==> src/rtl/ring_store.sv <==
// ring_store: write side of the serial ring buffer with occupancy tracking and read strobe generation
module ring_store #(
  parameter int counter_size = 4,
  parameter int buffer_size  = 16
) (
  input  logic                    clock,
  input  logic                    reset,
  input  logic                    txda,
  input  logic                    txc,
  input  logic                    rd_req,
  output logic [buffer_size-1:0]  buffer,
  output logic [2*counter_size:0] ramadrs,
  output logic                    outstrobe,
  output logic                    full,
  output logic                    empty,
  output logic                    overflow
);
  localparam logic [counter_size:0] depth = (counter_size+1)'(buffer_size);
  logic [counter_size-1:0] wptr, rptr, rd_addr;
  logic [counter_size:0]   count;
  logic                    wr_ok, rd_ok;
  // flags come from the registered count only, so a same-cycle read never frees a slot for a write
  always_comb begin
    full    = count == depth;
    empty   = count == '0;
    wr_ok   = txc && !full;
    rd_ok   = rd_req && !empty;
    ramadrs = {full, wptr, rd_addr};
  end
  // storage, pointers, occupancy and the one-cycle read strobe
  always_ff @(posedge clock) begin
    if (!reset) begin
      buffer    <= '0;
      wptr      <= '0;
      rptr      <= '0;
      rd_addr   <= '0;
      count     <= '0;
      outstrobe <= 1'b0;
      overflow  <= 1'b0;
    end else begin
      if (wr_ok) begin
        buffer[wptr] <= txda;
        wptr         <= wptr + 1'b1;
      end
      if (rd_ok) begin
        rd_addr <= rptr;
        rptr    <= rptr + 1'b1;
      end
      outstrobe <= rd_ok;
      if (txc && full) overflow <= 1'b1;
      count <= count + (counter_size+1)'(wr_ok) - (counter_size+1)'(rd_ok);
    end
  end
endmodule
==> config.mk <==
export PLATFORM = sky130hd
export DESIGN_NAME = ring_store
export DESIGN_NICKNAME = d
export VERILOG_FILES = /design/src/rtl/ring_store.sv
export SDC_FILE = /design/constraint.sdc
export NUM_CORES = 1
export LEC_CHECK = 0
export BUFFER_PORTS_ARGS = -buffer_cell sky130_fd_sc_hd__clkbuf_2
export CAP_MARGIN = 20
export CORE_MARGIN = 4
export CORE_UTILIZATION = 40
export CTS_CLUSTER_SIZE = 14
export DETAILED_ROUTE_END_ITERATION = 6
export PLACE_DENSITY_LB_ADDON = 0.2
export SLEW_MARGIN = 20
export SYNTH_ARGS = -nofsm -noshare
export SYNTH_HDL_FRONTEND = slang
export SYNTH_SLANG_ARGS = --single-unit
==> constraint.sdc <==
create_clock -name clock -period 7.5 [get_ports clock]
set_input_delay 0.375 -clock clock [delete_from_list [all_inputs] [get_ports clock]]
set_output_delay 0.375 -clock clock [all_outputs]
set_load 0.02 [all_outputs]
==> results of run 1 <==
-- how the worst max path moves through the flow --
| stage | start | to | slack [ns] |
|---|---|---|---|
| after floorplan | count[3] | count[4] | 4.68 |
| after global placement | count[3] | count[4] | 4.45 |
| after detailed placement | count[3] | count[4] | 4.37 |
| after CTS | count[3] | count[4] | 4.33 |
| after global routing | count[3] | count[4] | 4.02 |
| final | count[3] | count[4] | 4.36 |
-- registers in the layout, indices dropped and copies added, names as in the netlist --
name / cells
rd_addr: 4
wptr: 4
buffer: 16
overflow: 1
count: 5
rptr: 4
outstrobe: 1
-- through the flow --
step	utilization	worst slack, ns	std cells	hold WS [ns]
2_1_floorplan	-	4.683	184	0.4398
6_report	0.4804	4.359	264	0.4470
5_1_grt	0.4804	4.017	264	0.4632
3_3_place_gp	0.4595	4.446	256	0.4449
4_1_cts	0.4804	4.332	264	0.4423
3_5_place_dp	0.4595	4.365	256	0.4508
-- layout make-up --
cell class / count / area, um^2 / share of cell area
timing repair buffer: 33 / 165.2 / 0.08472
tap: 50 / 62.56 / 0.03209
sequential: 35 / 700.7 / 0.3594
clock inverter: 2 / 12.51 / 0.006418
inverter: 11 / 46.29 / 0.02375
clock buffer: 6 / 72.57 / 0.03723
multi-input combinational: 127 / 889.6 / 0.4564
-- metal layers --
layer  vias up  routed length (um)  global-route usage
met2        30                1431              0.2026
met1       587                1644              0.1890
met3         6                 194             0.05234
met4         0                  51             0.04918
li1        688                   -                   -
met5         -                   0                   0
-- cell usage in the layout (no fill, tap or decap) --
cell        synthesis  routed
xnor2_1             1       1
xor2_1              1       1
ha_1               11      11
clkbuf_8            0       5
inv_1               9       9
nor2b_1             3       3
nor4b_4             1       1
nand4_1            18      18
clkinvlp_4          0       1
a21oi_1             8       8
nand2_1            33      33
nor2_1              6       6
mux2i_1            24      24
o21ai_0             4       4
clkinv_2            0       1
dfxtp_1            35      35
o21bai_1            1       1
nand4bb_1           1       1
clkbuf_1            6       1
or3_2               2       2
a21o_1              2       2
clkbuf_2            0      33
fa_1                1       1
clkinv_1            1       1
and2_1              2       2
or3_1               2       2
nand3_1             1       1
nand2b_1            4       4
a2111oi_0           1       1
inv_6               1       1
-- kinds of logic (layout without fill, tap and decap cells) --
logic type	Yosys count	count (layout)	share of synthesized area
and+or+nand+nor	73	73	0.2255
xor gates and xnor gates	2	2	0.01032
AOI/OAI and AO/OA	16	16	0.05380
DFF	35	35	0.4127
adders and majority gates	12	12	0.09285
buffers and inverters	22	52	0.06337
muxes	24	24	0.1415
-- worst max-delay path: stages, from the launching register on --
cell and delay, ns:
dfxtp_1 0.32, inv_1 0.08, ha_1 0.16, nand4bb_1 0.62
nand2_1 0.34, ha_1 0.26, inv_1 0.06, ha_1 0.15
inv_1 0.05, fa_1 0.38, nand2b_1 0.17, a2111oi_0 0.32
o21bai_1 0.15
-- power by group through the flow --
stage | clock (mW) | combinational (mW) | sequential, mW
finish | 0.133 | 0.189 | 0.229
global route | 0.147 | 0.218 | 0.232
global placement | 0 | 0.191 | 0.233
detailed placement | 0 | 0.190 | 0.233
floorplan | 0 | 0.151 | 0.238
CTS | 0.138 | 0.191 | 0.229
==> results list, run 1 <==
- Initial antenna violation count: 0
* Growth of design area from synthesis to finish: 14.81%
* Critical Path Start Type: flip-flop
- The worst register-to-register path ends at count[4].
* Floorplan die area: 5351 um^2
* Synthesized area divided by synthesized cell count: 9.228 um^2
- Cell area power density: 282.2 nW/um^2
- The clock net in this run drives a total of 35 sinks.
- Post-synth cell types: 29
- Buffers inserted to repair hold after CTS numbered 0.
* Net switching share of the total power: 0.3612
- Of the total power, combinational logic draws 0.343.
- The most common cell in the synthesized netlist is dfxtp_1.
- Number of synthesized flops with an enable pin: 0
- Clock-pin slew on the worst setup and hold paths: 0.07 ns
- Leakage power figure: 0.9326 nW
- The number of nets handed over by synthesis was 201.
- H-tree lvl count: 2
- At the later pin of the worst-skew pair, clock insertion delay measures 0.29 ns.
* Cells after Synth: 184
- Worst-path fanout max: 20
- For this design the top-level I/O count stands at 34.
- Number of buffers added for setup after CTS: 0
- The core region is 4058 um^2.
- Share of power burned in registers: 0.415
* Via count: 1311
* Share of the clock period used by the worst path: 0.4188
- The critical path is of the reg -> reg type.
* Actual slew at the worst max-slew pin: 0.7798 ns
- CTS Root Cell: clkbuf_8
- The internal portion of the total power is 351.5 uW.
- Sum of negative setup slack: 0 ns
- The min-delay analysis places its worst path in the category in -> reg.
* Y dimension of the die: 73.15 um
- For this design the total switching power over the nets is 198.7 uW.
- Final number of hold-violating endpoints: 0
- The startpoint identified for the worst register-to-register timing path is count[3].
- The count of buffers added on input and output ports is 33.
- Counting along the longest clock path gives a buffer depth of 2.
- Number of nets in the finished design: 230
* Fraction of registers with async set or reset after synthesis: 0
* Count of antenna-violating nets left after detailed routing: 0
- Cell taking the most area after synthesis: dfxtp_1
- Number of iterations in the first detailed-routing pass: 4
* Setup repair after global routing missed its margin: no
* Final standard cell area without fillers: 1949 um^2
- The worst setup path is captured at a flip-flop.
- Data on the critical path is required at its endpoint by 7.72 ns.
- TritonCTS built the clock tree.
* Total grt overflow: 0
* Drt initial violations: 90
- Post-DR vias/cell: 4.966
* Antenna diode count: 0
* Detailed-route wire length per cell: 12.59 um
* Min cycle time layout: 3.141 ns
- In the synthesized netlist, the cells that appear most often are dfxtp_1, nand2_1, mux2i_1, nand4_1, ha_1.
- Tot Pwr: 550.2 uW
- After detailed routing, the number of remaining DRC violations is 0.
- Cells on Worst Hold Path: 4
* Final routed wirelength across all metal layers: 3323 um
* Synth Warn #: 0
- In the final layout, the share of cells above drive strength 1 is 0.2056.
- Setup-failing EPs final: 0
- The worst hold path begins at rd_req.
- Max Fclk: 318.4 MHz
- The initialized floorplan defines 23 standard-cell rows.
* Leading post-synthesis cells by cell area: dfxtp_1, mux2i_1, ha_1
- Vias in the first global route: 1251
* Headroom to the max-slew limit: 0.4771
* Post-Syn Area: 1698 um^2
- Area after DPL: 1864 um^2
- Crit path arrival time: 3.36 ns
* Endpoint, Worst Hold: rptr[2]
* Slew Limit Fails: 0
- The first global-routing pass estimated 5802 um of wire.
- Counting the buffers created by CTS gives 5.
* Number of cells traversed by the worst register-to-register path: 12
* Clock share of power: 0.242
* Horizontal die dimension: 73.15 um
* Worst Skew: 0.008154 ns
- Final weighted congestion of routability-driven global placement: 0.7333
- Of the synthesized area, sequential elements account for 0.4127.
- Pin count of the biggest net entering global routing: 35
* Initial Util: 0.4184
- The synthesized design contains 35 register bits.
* Count of cells resized by post-cts repair: 0
* Fill cell instance count of the final layout: 389
- Flop-to-flop setup slack: 4.36 ns
- Across every metal layer, demand over resource in global routing totals 0.1398.
- Status: finished, final reports clean
- Top cell type's share of synthesized area: 0.4127
* MaxCap Viol Count: 0
* Maximum resistive drop on vdd: 0.0001820 V
- In the synthesized netlist the dominant register cell turns out to be dfxtp_1.
* Half-perimeter wire length after placement: 2378 um
Power figures use the tool's default switching activity.
==> run 2, diff against run 1 <==
ABC_AREA = 1   (was default)
clock period = 2.9 ns   (was 7.5 ns; I/O delays follow)
==> results list, run 2 <==
- Pin count of the biggest net entering global routing: 31
- In this run, synthesis produced a sequential element count of 35.
* Most common cell after layout, fill and taps aside: nor2_1
* Net switching share of the total power: 0.3872
- Leakage power figure: 1.145 nW
* Status: finished, final reports clean
* Worst Skew: 0.004518 ns
- Final routed wirelength across all metal layers: 3748 um
- In the routed design, unresolved DRC markers number 0.
- Number of flip-flops under the largest register name: 16
* Actual slew at the worst max-slew pin: 0.5893 ns
- Net switching power figure: 680.2 uW
- Y dimension of the die: 77.18 um
* Initial antenna violation count: 0
- Boundary Pins: 34
- The critical path goes through inv_1 -> ha_1 -> nand3_2 -> nand2_4 -> inv_4 -> ha_1 -> inv_1 -> ha_1 -> inv_1 -> fa_1 -> nand3b_1 -> a21oi_1 -> nor2_1.
* P_int: 1.077 mW
- Top cell type's share of synthesized area: 0.3660
- For this run, the slowest stage of the critical path takes 0.39 ns.
* Cell area power density: 794.3 nW/um^2
* CTS Root Cell: clkbuf_8
* Total grt overflow: 0
- Fraction of layout cells with a size suffix above 1: 0.2013
* Number of rows in the core area: 24
* Count of hold buffers inserted by post-cts repair: 0
- Top delay family on crit path: adder cells
- Antenna diode count: 0
- Reg2reg start: count[3]
- The final layout contains 324 nets.
- Number of iterations in the first detailed-routing pass: 4
- Final hold analysis gives a worst-case slack of 0.2083 ns.
- Flop-to-flop setup slack: 0.43 ns
- Detailed-route wire length per cell: 10.41 um
* Drt initial violations: 42
- Overall power consumption after layout is estimated at 1.757 mW.
* Slowest cell on the critical path: fa_1
* Floorplan die area: 5957 um^2
- The tool flagged a number of max-cap violations equal to 0.
- Leading post-synthesis cells by cell area: dfxtp_1, nor2_1, nand2_1
- Share of power burned in registers: 0.358
- The share of total power dissipated in combinational logic is 0.383.
- STA classifies the critical path endpoint as a flip-flop.
- Combined global-route utilization of all metal layers: 0.1399
* Most frequent cells after synthesis: nor2_1, nand2_1, inv_1, dfxtp_1, nand3_1
- Critical Setup Path Class: reg -> reg
* Cells after Synth: 274
* Buf/Inv on CP: 4
* Number of buffers inserted by port buffering: 33
- In the final layout, flip-flops and latches occupy 700.7 um^2.
- The number of failing hold endpoints at the final stage was 0.
- At the later pin of the worst-skew pair, clock insertion delay measures 0.28 ns.
* Cell taking the most area after synthesis: dfxtp_1
- Among all cell types in the netlist, the one instantiated most often is nor2_1.
- Headroom to the max-slew limit: 0.6071
- Post-synth cell types: 23
- Cells on Worst Hold Path: 3
- After synthesis the cells add up to 1914 um^2.
- Fill cell instance count of the final layout: 474
- Clock tree from TritonCTS: done
* Clock share of power: 0.260
- The path with the worst hold slack has its endpoint at rptr[2].
- Fraction of registers with async set or reset after synthesis: 0
- Clock tree synthesis inserted a total of 5 buffers.
- Prior to clock tree synthesis, the placed netlist has a worst setup slack of 0.4578 ns.
- Setup repair after global routing left no endpoint under its margin.
- Synthesized area divided by synthesized cell count: 6.987 um^2
* Placeable core region: 4504 um^2
- Largest register by flop count: buffer
- Counting flops with a built-in enable in the synthesized netlist gives 0.
- In this run the horizontal extent of the chip is 77.18 um.
* Half-perimeter wire length after placement: 2766 um
- Largest registers in the final layout: buffer x16, count x5
- Once routing completed, OpenROAD measured the worst setup slack at 0.4319 ns.
* Commonest cells after routing, fill and taps aside: nor2_1, nand2_1, inv_1
- At the end of routability-driven placement, the weighted congestion stood at 0.8095.
* Capture point of the worst reg-to-reg path: count[4]
* Synth Warn #: 0
- Share of the core filled with cells: 0.4911
- Post-DR vias/cell: 4.506
- Vias in the first global route: 1595
* Number of buffers added for setup after CTS: 0
* Number of cells traversed by the worst register-to-register path: 13
* Buffer depth of the longest clock path: 2
- For this design, the sink count on the clock tree is 35.
- Post-Syn Nets: 291
* Number of cells in the finished layout apart from fillers: 360
- Area after DPL: 2095 um^2
* Share of the clock period used by the worst path: 0.8511
- The H-tree generated during clock tree synthesis spans 2 levels.
- Slew Limit Fails: 0
- The finished cells cover 2212 um^2.
* Growth of design area from synthesis to finish: 15.56%
- STA puts the critical path data required time at 3.08 ns.
* Number of cells in the design after placement: 352
* Via count: 1622
* Sum of negative setup slack: 0 ns
- Primary FF master, synth: dfxtp_1
- Multi-input gate area in the final layout: 958.4 um^2
- Across the VDD grid, the largest voltage drop is 0.0003273 V.
- Setup violations remaining at the end of the flow were counted as 0.
- Min cycle time layout: 2.468 ns
- Clock-pin slew on the worst setup and hold paths: 0.07 ns
- Count of cells resized by post-cts repair: 0
* HP Start: rd_req
- The first global-routing pass estimated 6934 um of wire.
- Crit path arrival time: 2.65 ns
- Static timing analysis puts the maximum clock frequency at 405.2 MHz.
- The share of the Yosys chip area taken by registers is 0.3660.
* Count of antenna-violating nets left after detailed routing: 0
- Along the worst path, the maximum fanout reaches 8.
- The initial utilization of the core area, before any placement, comes to 0.4250.
* Tightest Hold Check Type: in -> reg
- The worst setup path is launched from a flip-flop.
==> run 2: cell count changes in the layout (fill, tap and decap cells not counted), sizes merged, moves of 3 or more <==
| cell | change |
|---|---|
| nor2 | +61 |
| inv | +37 |
| nand3 | +25 |
| mux2i | -24 |
| nand2 | +20 |
| nand4 | -14 |
| nand2b | -4 |
| or3 | -4 |
| nor2b | -3 |
==> run 2: final cells by class <==
type / count / share of cell area
sequential: 35 / 0.3167
inverter: 50 / 0.08597
multi-input combinational: 180 / 0.4333
clock buffer: 6 / 0.03733
tap: 52 / 0.02941
clock inverter: 2 / 0.01584
timing repair buffer: 35 / 0.08145
==> run 2: tightest hold or removal path, stage by stage <==
cell      delay, ns
clkbuf_2       0.13
nand3_1        0.09
a21oi_1        0.07
==> run 2: power groups by stage <==
stage / Sequential, mW / Combinational, mW / Clock, mW
floorplan: 0.669 / 0.516 / 0
global placement: 0.637 / 0.680 / 0
detailed placement: 0.640 / 0.679 / 0
CTS: 0.630 / 0.682 / 0.469
global route: 0.641 / 0.787 / 0.489
finish: 0.628 / 0.673 / 0.456
==> run 2: cell families (layout without fill, tap and decap cells) <==
group,count (synthesis),after routing,synth area share
buf+inv,59,93,0.1333
flops,35,35,0.3660
compound gates,14,14,0.03856
simple gates,151,151,0.3660
fa+ha+maj,12,12,0.08235
xor+xnor,3,3,0.01373
==> run 2: how the worst max path moves through the flow <==
stage                         from        to  slack [ns]  depth (start not counted)
after floorplan           count[3]  count[4]        0.65                         13
after global placement    count[2]  count[4]        0.52                         13
after detailed placement  count[3]  count[4]        0.46                         13
after CTS                 count[3]  count[4]        0.43                         13
after global routing      count[3]  count[4]        0.21                         13
final                     count[3]  count[4]        0.43                         13
==> run 2: per-layer routing <==
metal	GRT usage	vias up	part of all wire
li1	-	895	-
met1	0.1918	698	0.52
met2	0.2142	23	0.43
met3	0.03162	6	0.044
met4	0.04982	0	0.012
met5	0	-	0
==> run 3, diff against run 2 <==
CORE_ASPECT_RATIO = 1.5   (was default)
==> results list, run 3 (same netlist as run 2, synthesis figures left out) <==
- Status: finished, final reports clean
* Clock-pin slew on the worst setup and hold paths: 0.08 ns
- STA classifies the critical path endpoint as a flip-flop.
- Before antenna repair, the detailed router went through 4 iterations.
- The worst register-to-register path has a depth of 13.
- MaxCap Viol Count: 0
* Count of cells resized by post-cts repair: 0
* Number of nets in the finished design: 324
* Final routed wirelength across all metal layers: 3648 um
- CP Data Required Time: 3.08 ns
- IR analysis of the VDD net gives a maximum drop of 0.0004799 V.
- The critical path is of the reg -> reg type.
* Top delay family on crit path: adder cells
- Actual slew at the worst max-slew pin: 0.5673 ns
* Flop-to-flop setup slack: 0.49 ns
* Final number of hold-violating endpoints: 0
- At the end of routability-driven placement, the weighted congestion stood at 0.8242.
* Cells on Worst Hold Path: 3
- The initial utilization of the core area, before any placement, comes to 0.4180.
- Detailed-route wire length per cell: 9.806 um
- Port buffering added 33 buffers.
- The endpoint identified for the worst register-to-register timing path is count[4].
* Fraction of layout cells with a size suffix above 1: 0.2013
- Summed over all cells, the static leakage comes to 1.124 nW.
- Max Fclk: 414.7 MHz
- Clock skew on the completed layout was measured at 0.005664 ns.
* CTS Root Cell: clkbuf_8
* First-pass GRT wire length: 6506 um
* Worst path setup slack after routing: 0.4884 ns
* Horizontal die dimension: 64.49 um
* Fill cell instance count of the final layout: 491
- Clock latency reported for the late side of the worst-skew pair: 0.29 ns
- On the worst path, the slowest cell contributes a delay of 0.39 ns.
- Relative to the synthesized area, the layout overhead comes to 14.84%.
* Combined global-route utilization of all metal layers: 0.1355
- Number of CTS-inserted buffers: 5
- The startpoint identified for the worst register-to-register timing path is count[2].
- Stages on worst setup path: 13
- The count of final max-slew check failures was 0.
* Placeable core region: 4579 um^2
- Slowest cell on the critical path: fa_1
* Largest register by flop count: buffer
* Clock tree from TritonCTS: done
- After detailed routing, the number of vias per cell comes to 4.358.
* Floorplan die area: 5980 um^2
* Headroom to the max-slew limit: 0.6218
- The number of antenna violations at the first check in global routing is 0.
- After floorplanning, the core was divided into 30 placement rows.
* Critical Path Start Type: flip-flop
- Sum of negative setup slack: 0 ns
* Worst-path fanout max: 8
- Hold Worst Slack: 0.1815 ns
- In this run the worst hold path is classified as in -> reg.
* Most common cell after layout, fill and taps aside: nor2_1
* Setup-failing EPs final: 0
- Pin count of the biggest net entering global routing: 31
- Boundary Pins: 34
- In this run the remaining antenna-violating nets after routing total 0.
- Vias in the first global route: 1550
- In the finished design, the share of the clock period the worst path needs comes to 0.8316.
- Power spread over the standard cell area amounts to 752.8 nW/um^2.
* Buf/Inv on CP: 4
- The critical path starts at count[2].
- The HPWL after detailed placement is 2761 um.
- Via count: 1621
- Data on the critical path arrives at its endpoint at 2.60 ns.
- Residual DRC count: 0
- CTS saw 35 sinks.
- Global routing finished with a remaining overflow of 0.
- End of the critical path: count[4]
- Hold repair after CTS inserted 0 buffers.
- After clock tree synthesis, the setup repair step added 0 buffers.
* Min cycle time layout: 2.412 ns
- The die is 92.73 um tall.
- The largest registers in the layout are buffer x16, count x5.
- Buffer depth of the longest clock path: 2
- Antenna diode count: 0
* Number of flip-flops under the largest register name: 16
* Setup repair after global routing missed its margin: no
- Crit path cell chain: inv_1 -> ha_1 -> nand3_2 -> nand2_4 -> inv_4 -> ha_1 -> inv_1 -> ha_1 -> inv_1 -> fa_1 -> nand3b_1 -> a21oi_1 -> nor2_1
- After the first detailed-routing iteration, the DRC count stood at 54.
- In the layout the commonest cells are nor2_1, nand2_1, inv_1.
- Setup Slack @ Placement: 0.4900 ns
- H-tree lvl count: 2
==> run 3: per-stage QoR <==
stage                 util  std cells  area, um^2  power (mW)
finish              0.4801        372        2198       1.655
CTS                 0.4801        372        2198       1.682
global placement    0.4607        364        2110       1.312
floorplan                -        274        1914       1.185
global route        0.4801        372        2198       1.805
detailed placement  0.4607        364        2110       1.319
==> run 3: layer usage <==
layer,track usage,up-vias,share of wire
met5,0,-,0
met4,0.05820,0,0.019
met3,0.02670,5,0.035
met2,0.2552,20,0.52
met1,0.1419,707,0.43
li1,-,889,-
==> run 3: layout make-up <==
class	count	area, um^2	share of cell area
well taps	64	80.08	0.03643
inverters	50	190.2	0.08651
multi-input cells	180	958.4	0.4360
flip-flops and latches	35	700.7	0.3187
clock buffers	5	68.82	0.03130
clock inverters	3	20.02	0.009106
repair buffers	35	180.2	0.08196
==> run 3: worst min-delay path by stage <==
stage          slack (ns)    endpoint  startpoint
3_3_place_gp         0.45    overflow    overflow
2_1_floorplan        0.28  buffer[10]        txda
6_report             0.18     rptr[2]      rd_req
4_1_cts              0.18     rptr[2]      rd_req
3_5_place_dp         0.46  rd_addr[0]  rd_addr[0]
5_1_grt              0.19     rptr[2]      rd_req
==> run 3: worst min-delay path, cell delays in order <==
cell and delay, ns:
clkbuf_2 0.13, nand3_1 0.09, a21oi_1 0.06
==> run 3: power by group <==
part           internal (mW)  total, mW  switching [mW]
combinational          0.243      0.670           0.427
sequential             0.558      0.628          0.0695
clock                  0.167      0.357           0.190
